### config.mk
export PLATFORM = sky130hd
export DESIGN_NAME = matrix_multiplier_flat
export DESIGN_NICKNAME = d
export VERILOG_FILES = /design/src/rtl/matrix_multiplier_pkg.sv /design/src/rtl/matrix_multiplier_if.sv /design/src/rtl/matrix_multiplier_row_mac.sv /design/src/rtl/matrix_multiplier.sv /design/src/flat_wrapper.sv
export SDC_FILE = /design/constraint.sdc
export NUM_CORES = 2
export LEC_CHECK = 0
export ABC_AREA = 1
export CORE_MARGIN = 5
export CORE_UTILIZATION = 60
export DETAILED_ROUTE_END_ITERATION = 16
export GPL_TIMING_DRIVEN = 0
export PLACE_DENSITY = 0.91
export SYNTH_ARGS = -nofsm -noshare
export SYNTH_HDL_FRONTEND = slang
export SYNTH_SLANG_ARGS = --single-unit
### constraint.sdc
create_clock -name clock -period 17.51 [get_ports clock]
set_input_delay 3.502 -clock clock [delete_from_list [all_inputs] [get_ports clock]]
set_output_delay 3.502 -clock clock [all_outputs]
set_load 0.02 [all_outputs]
### src/rtl/matrix_multiplier_pkg.sv
// Shared widths and arithmetic helpers for the colour-matrix datapath.
package matrix_multiplier_pkg;

  localparam int DSIZE_DEF = 8;
  localparam int MSIZE_DEF = 9;
  localparam int FRAC_DEF  = MSIZE_DEF - 2;

  // Sign-magnitude to two's complement; negative zero decodes to 0.
  function automatic logic signed [31:0] sm_decode(input logic [31:0] raw, input int msize);
    logic [31:0] mag;
    mag = raw & ((32'd1 << (msize - 1)) - 32'd1);
    return raw[msize-1] ? -$signed(mag) : $signed(mag);
  endfunction

  function automatic logic [31:0] sat_u(input logic signed [31:0] q, input int dsize);
    logic signed [31:0] hi;
    hi = (32'sd1 <<< dsize) - 32'sd1;
    if (q < 32'sd0) return '0;
    if (q > hi) return $unsigned(hi);
    return $unsigned(q);
  endfunction

endpackage

### src/rtl/matrix_multiplier_if.sv
// Pixel, coefficient and result bundle for the colour-matrix stage.
interface matrix_multiplier_if import matrix_multiplier_pkg::*; #(
  parameter int DSIZE = DSIZE_DEF,
  parameter int MSIZE = MSIZE_DEF
);
  logic [DSIZE-1:0] iR, iG, iB;
  logic [MSIZE-1:0] M00, M01, M02;
  logic [MSIZE-1:0] M10, M11, M12;
  logic [MSIZE-1:0] M20, M21, M22;
  logic [DSIZE-1:0] Ro, Go, Bo;

  modport master (
    output iR, iG, iB,
    output M00, M01, M02, M10, M11, M12, M20, M21, M22,
    input  Ro, Go, Bo
  );

  modport slave (
    input  iR, iG, iB,
    input  M00, M01, M02, M10, M11, M12, M20, M21, M22,
    output Ro, Go, Bo
  );
endinterface

### src/rtl/matrix_multiplier_row_mac.sv
// One output channel: three products, row sum, round-half-up and saturate,
// three register stages deep.
module matrix_row_mac import matrix_multiplier_pkg::*; #(
  parameter int DSIZE = DSIZE_DEF,
  parameter int MSIZE = MSIZE_DEF,
  parameter int FRAC  = FRAC_DEF
) (
  input  logic             clock,
  input  logic             rst,
  input  logic [DSIZE-1:0] pix_r,
  input  logic [DSIZE-1:0] pix_g,
  input  logic [DSIZE-1:0] pix_b,
  input  logic [MSIZE-1:0] coef_r,
  input  logic [MSIZE-1:0] coef_g,
  input  logic [MSIZE-1:0] coef_b,
  output logic [DSIZE-1:0] y
);

  localparam int PW = DSIZE + MSIZE;
  localparam int AW = PW + 2;
  localparam logic signed [AW-1:0] HALF = AW'(2 ** (FRAC - 1));

  logic signed [MSIZE-1:0] coef_d [3];
  logic signed [MSIZE-1:0] coef_q [3];
  logic        [DSIZE-1:0] pix_d  [3];
  logic        [DSIZE-1:0] pix_q  [3];
  logic signed [PW-1:0]    prod   [3];
  logic signed [AW-1:0]    sum_d, sum_q, rnd;
  logic        [DSIZE-1:0] y_d, y_q;

  assign y = y_q;

  always_comb begin
    coef_d[0] = MSIZE'(sm_decode(32'(coef_r), MSIZE));
    coef_d[1] = MSIZE'(sm_decode(32'(coef_g), MSIZE));
    coef_d[2] = MSIZE'(sm_decode(32'(coef_b), MSIZE));
    pix_d[0]  = pix_r;
    pix_d[1]  = pix_g;
    pix_d[2]  = pix_b;

    // Pixel is zero-extended so it stays positive in the signed product.
    sum_d = '0;
    for (int i = 0; i < 3; i++) begin
      prod[i] = $signed({{DSIZE{coef_q[i][MSIZE-1]}}, coef_q[i]}) *
                $signed({{MSIZE{1'b0}}, pix_q[i]});
      sum_d   = sum_d + AW'(prod[i]);
    end

    rnd = sum_q + HALF;
    y_d = DSIZE'(sat_u(32'(rnd >>> FRAC), DSIZE));
  end

  always_ff @(posedge clock) begin
    if (rst) begin
      for (int i = 0; i < 3; i++) begin
        coef_q[i] <= '0;
        pix_q[i]  <= '0;
      end
      sum_q <= '0;
      y_q   <= '0;
    end else begin
      for (int i = 0; i < 3; i++) begin
        coef_q[i] <= coef_d[i];
        pix_q[i]  <= pix_d[i];
      end
      sum_q <= sum_d;
      y_q   <= y_d;
    end
  end

endmodule

### src/rtl/matrix_multiplier.sv
// 3x3 colour-matrix multiplier: fans the pixel and coefficient rows out to
// one row MAC per output channel.
module matrix_multiplier import matrix_multiplier_pkg::*; #(
  parameter int DSIZE = DSIZE_DEF,
  parameter int MSIZE = MSIZE_DEF,
  parameter int FRAC  = FRAC_DEF
) (
  input logic               clock,
  input logic               rst,
  matrix_multiplier_if.slave bus
);

  matrix_row_mac #(.DSIZE(DSIZE), .MSIZE(MSIZE), .FRAC(FRAC)) u_row_r (
    .clock(clock), .rst(rst),
    .pix_r(bus.iR), .pix_g(bus.iG), .pix_b(bus.iB),
    .coef_r(bus.M00), .coef_g(bus.M01), .coef_b(bus.M02),
    .y(bus.Ro)
  );

  matrix_row_mac #(.DSIZE(DSIZE), .MSIZE(MSIZE), .FRAC(FRAC)) u_row_g (
    .clock(clock), .rst(rst),
    .pix_r(bus.iR), .pix_g(bus.iG), .pix_b(bus.iB),
    .coef_r(bus.M10), .coef_g(bus.M11), .coef_b(bus.M12),
    .y(bus.Go)
  );

  matrix_row_mac #(.DSIZE(DSIZE), .MSIZE(MSIZE), .FRAC(FRAC)) u_row_b (
    .clock(clock), .rst(rst),
    .pix_r(bus.iR), .pix_g(bus.iG), .pix_b(bus.iB),
    .coef_r(bus.M20), .coef_g(bus.M21), .coef_b(bus.M22),
    .y(bus.Bo)
  );

endmodule

### src/flat_wrapper.sv
// flat-port wrapper written by rule: the top's interface ports become plain ports
module matrix_multiplier_flat import matrix_multiplier_pkg::*;
#(
  parameter int DSIZE = DSIZE_DEF,
  parameter int MSIZE = MSIZE_DEF,
  parameter int FRAC  = FRAC_DEF
)
  (clock, rst, bus_iR, bus_iG, bus_iB, bus_M00, bus_M01, bus_M02, bus_M10, bus_M11, bus_M12, bus_M20, bus_M21, bus_M22, bus_Ro, bus_Go, bus_Bo);
  matrix_multiplier_if #(.DSIZE(DSIZE), .MSIZE(MSIZE)) bus_i ();
  input logic clock;
  input logic rst;
  input wire logic [$bits(bus_i.iR)-1:0] bus_iR;
  input wire logic [$bits(bus_i.iG)-1:0] bus_iG;
  input wire logic [$bits(bus_i.iB)-1:0] bus_iB;
  input wire logic [$bits(bus_i.M00)-1:0] bus_M00;
  input wire logic [$bits(bus_i.M01)-1:0] bus_M01;
  input wire logic [$bits(bus_i.M02)-1:0] bus_M02;
  input wire logic [$bits(bus_i.M10)-1:0] bus_M10;
  input wire logic [$bits(bus_i.M11)-1:0] bus_M11;
  input wire logic [$bits(bus_i.M12)-1:0] bus_M12;
  input wire logic [$bits(bus_i.M20)-1:0] bus_M20;
  input wire logic [$bits(bus_i.M21)-1:0] bus_M21;
  input wire logic [$bits(bus_i.M22)-1:0] bus_M22;
  output wire logic [$bits(bus_i.Ro)-1:0] bus_Ro;
  output wire logic [$bits(bus_i.Go)-1:0] bus_Go;
  output wire logic [$bits(bus_i.Bo)-1:0] bus_Bo;
  assign bus_i.iR = bus_iR;
  assign bus_i.iG = bus_iG;
  assign bus_i.iB = bus_iB;
  assign bus_i.M00 = bus_M00;
  assign bus_i.M01 = bus_M01;
  assign bus_i.M02 = bus_M02;
  assign bus_i.M10 = bus_M10;
  assign bus_i.M11 = bus_M11;
  assign bus_i.M12 = bus_M12;
  assign bus_i.M20 = bus_M20;
  assign bus_i.M21 = bus_M21;
  assign bus_i.M22 = bus_M22;
  assign bus_Ro = bus_i.Ro;
  assign bus_Go = bus_i.Go;
  assign bus_Bo = bus_i.Bo;
  matrix_multiplier #(.DSIZE(DSIZE), .MSIZE(MSIZE), .FRAC(FRAC)) u_core (.clock(clock), .rst(rst), .bus(bus_i));
endmodule
==> results.md <==
* Pwr per Cell Area at 90.4 nW/um2
* Headroom to the max-slew limit at 0.0739
* Critical R2R Capture: u_core.u_row_b.sum_q[17]
* Cts hold-fix bufs at 0
* PnR Total Power at 3.44 mW
* Part of the cycle the worst path needs at 0.426
* Count of maximum capacitance violations at 0
* Routed wirelength normalized by instance count at 16.3 um
* Setup Slack @ Placement at 10,180 ps
* Number of post-CTS setup repair buffers at 0
* Post-synthesis share of cell area spent on xor and xnor gates at 0.0459
* Initial DRT Pass Iterations at 9
* Setup CP Type: register to register
* Worst setup path start: u_core.u_row_g.pix_q[0][2]
* Remaining global-route overflow at 0
* TritonCTS clock tree: built
* Worst reg2reg path startpoint: u_core.u_row_g.pix_q[0][2]
* Final worst path period need at 7460 ps
* Placeable Area at 57,900 um2
* Number of instances in the synthesized netlist at 4,754
* Status: finished clean
* Final nets at 5,940
* Mean cell area of the mapped netlist at 7.41 um2
* Max FO, Critical Path at 10
* Startpoint type of the worst setup path: register
* Total nets after synthesis at 5,791
* Unrepaired setup endpoints after global routing: no
* Number of synthesized register bits at 168
* Vias in the first global route at 31,569
* Fraction of the mapped netlist area in compound gates at 0.0617
* Number of remaining DRC errors at 0
* Maximum number of pins on one net before global-route repair at 17
* CTS resizes at 0
* Most frequent standard cell in the layout excluding fill and tap cells: sky130_fd_sc_hd__inv_1
* Cell with the largest stage delay on the worst path: sky130_fd_sc_hd__fa_1
* Leakage power summed over all cells at 22.9 nW
* Root Buffer Master: sky130_fd_sc_hd__clkbuf_16
* H-Tree Level Count at 4
* Flip-flop cell with the highest count after synthesis: sky130_fd_sc_hd__dfxtp_1
* Top-level port count at 131
* Top library cells by usage in the layout, fill and taps aside: sky130_fd_sc_hd__inv_1, sky130_fd_sc_hd__nand2_1, sky130_fd_sc_hd__fa_1, sky130_fd_sc_hd__ha_1, sky130_fd_sc_hd__a21oi_1
* Post-Route Hold Slack at 604 ps
* Tightest Pin Transition at 1390 ps
* Total standard cell area after synthesis at 35,200 um2
* FFs w/ async S/R, synth at 0
* Die X-Extent at 252 um
* Number of buffers added by the clock tree synthesis step at 17
* Number of cell rows at 88
* Clock slew at reported path FFs at 70 ps
* Starting density of the core at 0.608
* Total setup violations reported at the end of the flow at 0
* Type of element capturing the critical path: register
* Number of DRC markers in iteration 0 at 2,971
* Max VDD drop at 0.104 mV
* Routability congestion estimate from global placement at 0.981
* Die outline area at 63,700 um2
* Proportion of synthesized chip area in sequential cells at 0.0955
* Number of enable-type register cells in the synthesized netlist at 0
* Port buffer count at 130
* R2r worst-path depth at 28
* Total length of routed wires at 92,700 um
* Per-cell via count in the routed design at 5.34
* Area Overhead vs Synth at 8.11%
* Data arrival time at the worst-slack endpoint at 7880 ps
* Post-detail-place hpwl at 75,900 um
* Timing-limited maximum frequency at 134 MHz
* Via total after detailed routing at 30,367
* Global-route wire length before repair at 153,000 um
* Post-detailed-placement cell area at 37,500 um2
* Simple-Gate Fraction of Synth Area at 0.167
* Arithmetic-cell share of the synthesized area counting full adders, half adders and majority gates at 0.452
* Die height at 252 um
* Worst path setup slack after routing at 10,050 ps
* Proportion of synthesized area in mux cells at 0
* Synthesis warning total at 0
* Fillcell total at 4,481
* Number of antenna violations at the first check in global routing at 3
* Pins over their slew limit at 0
* Clk sink count at 168
* Share of final-layout standard cells stronger than drive strength 1 at 0.0220
* FF-to-FF setup slack at 10,050 ps
* Longest Clk Path Bufs at 2
* Area of all placed cells without fillers at 38,100 um2
* Total routing resource utilization after global routing at 0.298
* Final setup skew at 28.3 ps
* Unique masters post-synth at 48
* Sum Neg Setup Slack at 0 ps
* Endpoint of the most critical setup path: u_core.u_row_b.sum_q[17]
* Critical Path Max Stage Delay at 590 ps
* Clock insertion delay at the later pin of the skew report at 530 ps
* Final count of hold timing violations at 0
* Min-Delay Path Class: register to register
* Largest family of logic cells by synthesized area: adder cells
* Data required time at the worst endpoint at 17,930 ps
* Final antenna-violating net count at 0
==> per-stage QoR <==
| stage | cells | util |
|---|---|---|
| floorplan | 4754 | - |
| global placement | 5649 | 0.647 |
| detailed placement | 5649 | 0.647 |
| CTS | 5681 | 0.657 |
| global route | 5683 | 0.657 |
| finish | 5684 | 0.658 |
==> cell usage after synthesis (8+ instances only) <==
| cell | number | area share |
|---|---|---|
| sky130_fd_sc_hd__fa_1 | 570 | 0.32 |
| sky130_fd_sc_hd__o21ai_0 | 82 | 0.012 |
| sky130_fd_sc_hd__nand4_1 | 25 | 0.0044 |
| sky130_fd_sc_hd__ha_1 | 360 | 0.13 |
| sky130_fd_sc_hd__a21o_1 | 22 | 0.0047 |
| sky130_fd_sc_hd__nor3_1 | 90 | 0.013 |
| sky130_fd_sc_hd__xor2_1 | 96 | 0.024 |
| sky130_fd_sc_hd__nand2_2 | 8 | 0.0014 |
| sky130_fd_sc_hd__nor2_1 | 153 | 0.016 |
| sky130_fd_sc_hd__nand3_1 | 128 | 0.018 |
| sky130_fd_sc_hd__nand2_1 | 976 | 0.10 |
| sky130_fd_sc_hd__dfxtp_1 | 168 | 0.095 |
| sky130_fd_sc_hd__nor3b_1 | 8 | 0.0017 |
| sky130_fd_sc_hd__nor2_2 | 8 | 0.0014 |
| sky130_fd_sc_hd__a21oi_1 | 229 | 0.033 |
| sky130_fd_sc_hd__and3_1 | 11 | 0.0020 |
| sky130_fd_sc_hd__xnor2_1 | 85 | 0.021 |
| sky130_fd_sc_hd__clkbuf_1 | 105 | 0.011 |
| sky130_fd_sc_hd__o21a_1 | 13 | 0.0028 |
| sky130_fd_sc_hd__clkbuf_2 | 26 | 0.0037 |
| sky130_fd_sc_hd__inv_1 | 1484 | 0.16 |
| sky130_fd_sc_hd__buf_1 | 31 | 0.0033 |
| sky130_fd_sc_hd__o21bai_1 | 15 | 0.0032 |
==> per-layer routing <==
layer	wire (um)	GRT usage
met4	6090	0.175
met1	34400	0.359
met2	43600	0.493
met5	0	0
met3	8660	0.0645
==> flip-flops by register name, summed over array words and instances (netlist names) <==
name                   flops
u_core.u_row_b.coef_q     27
u_core.u_row_g.coef_q     27
u_core.u_row_r.coef_q     27
u_core.u_row_g.pix_q      24
u_core.u_row_b.sum_q      13
u_core.u_row_g.sum_q      13
u_core.u_row_r.sum_q      13
u_core.u_row_b.y           8
u_core.u_row_g.y           8
u_core.u_row_r.y           8
==> cell type report <==
cell class	count	area (um2)	share of cell area
Sequential cell	168	3360	0.0883
Multi-Input combinational cell	2931	25600	0.672
Tap cell	765	957	0.0251
Inverter	1487	5580	0.147
Timing Repair Buffer	130	1300	0.0342
Clock inverter	13	135	0.00355
Buffer	168	679	0.0178
Clock buffer	19	453	0.0119
Antenna cell	3	7.51	0.000197
==> critical path: cells and delay by family (launching register included) <==
kind	cells	cell delay, ps
XOR/XNOR	1	170
flip-flops	1	310
adder cells (fa/ha/maj)	7	3400
buffers and inverters	7	1460
AO/OA/AOI/OAI	9	1600
AND/OR/NAND/NOR	4	420
==> cells by family (layout without fill, tap and decap cells) <==
family | count (synthesis) | in the layout
other | 0 | 3
XOR/XNOR | 183 | 183
flip-flops | 168 | 168
AO/OA/AOI/OAI | 393 | 393
buffers and inverters | 1655 | 1817
AND/OR/NAND/NOR | 1425 | 1425
adder cells (fa/ha/maj) | 930 | 930
==> how the worst min path moves through the flow <==
stage / from / to / slack (ps) / cells past startpoint
finish: u_core.u_row_r.sum_q[13] / u_core.u_row_r.y[6] / 600 / 2
detailed placement: u_core.u_row_b.sum_q[13] / u_core.u_row_b.y[6] / 580 / 2
global placement: u_core.u_row_b.sum_q[13] / u_core.u_row_b.y[6] / 580 / 2
floorplan: u_core.u_row_r.sum_q[13] / u_core.u_row_r.y[6] / 530 / 2
global route: u_core.u_row_r.sum_q[13] / u_core.u_row_r.y[6] / 640 / 2
CTS: u_core.u_row_b.sum_q[13] / u_core.u_row_b.y[6] / 610 / 2
==> report_power, final <==
| group | switching [mW] | leakage, nW | total, mW | internal (mW) |
|---|---|---|---|---|
| sequential | 0.0443 | 1.40 | 0.515 | 0.470 |
| clock | 0.189 | 0.289 | 0.396 | 0.207 |
| combinational | 1.62 | 21.2 | 2.53 | 0.908 |
| total | 1.86 | 22.9 | 3.44 | 1.58 |
(Power assumes the default switching activity.)
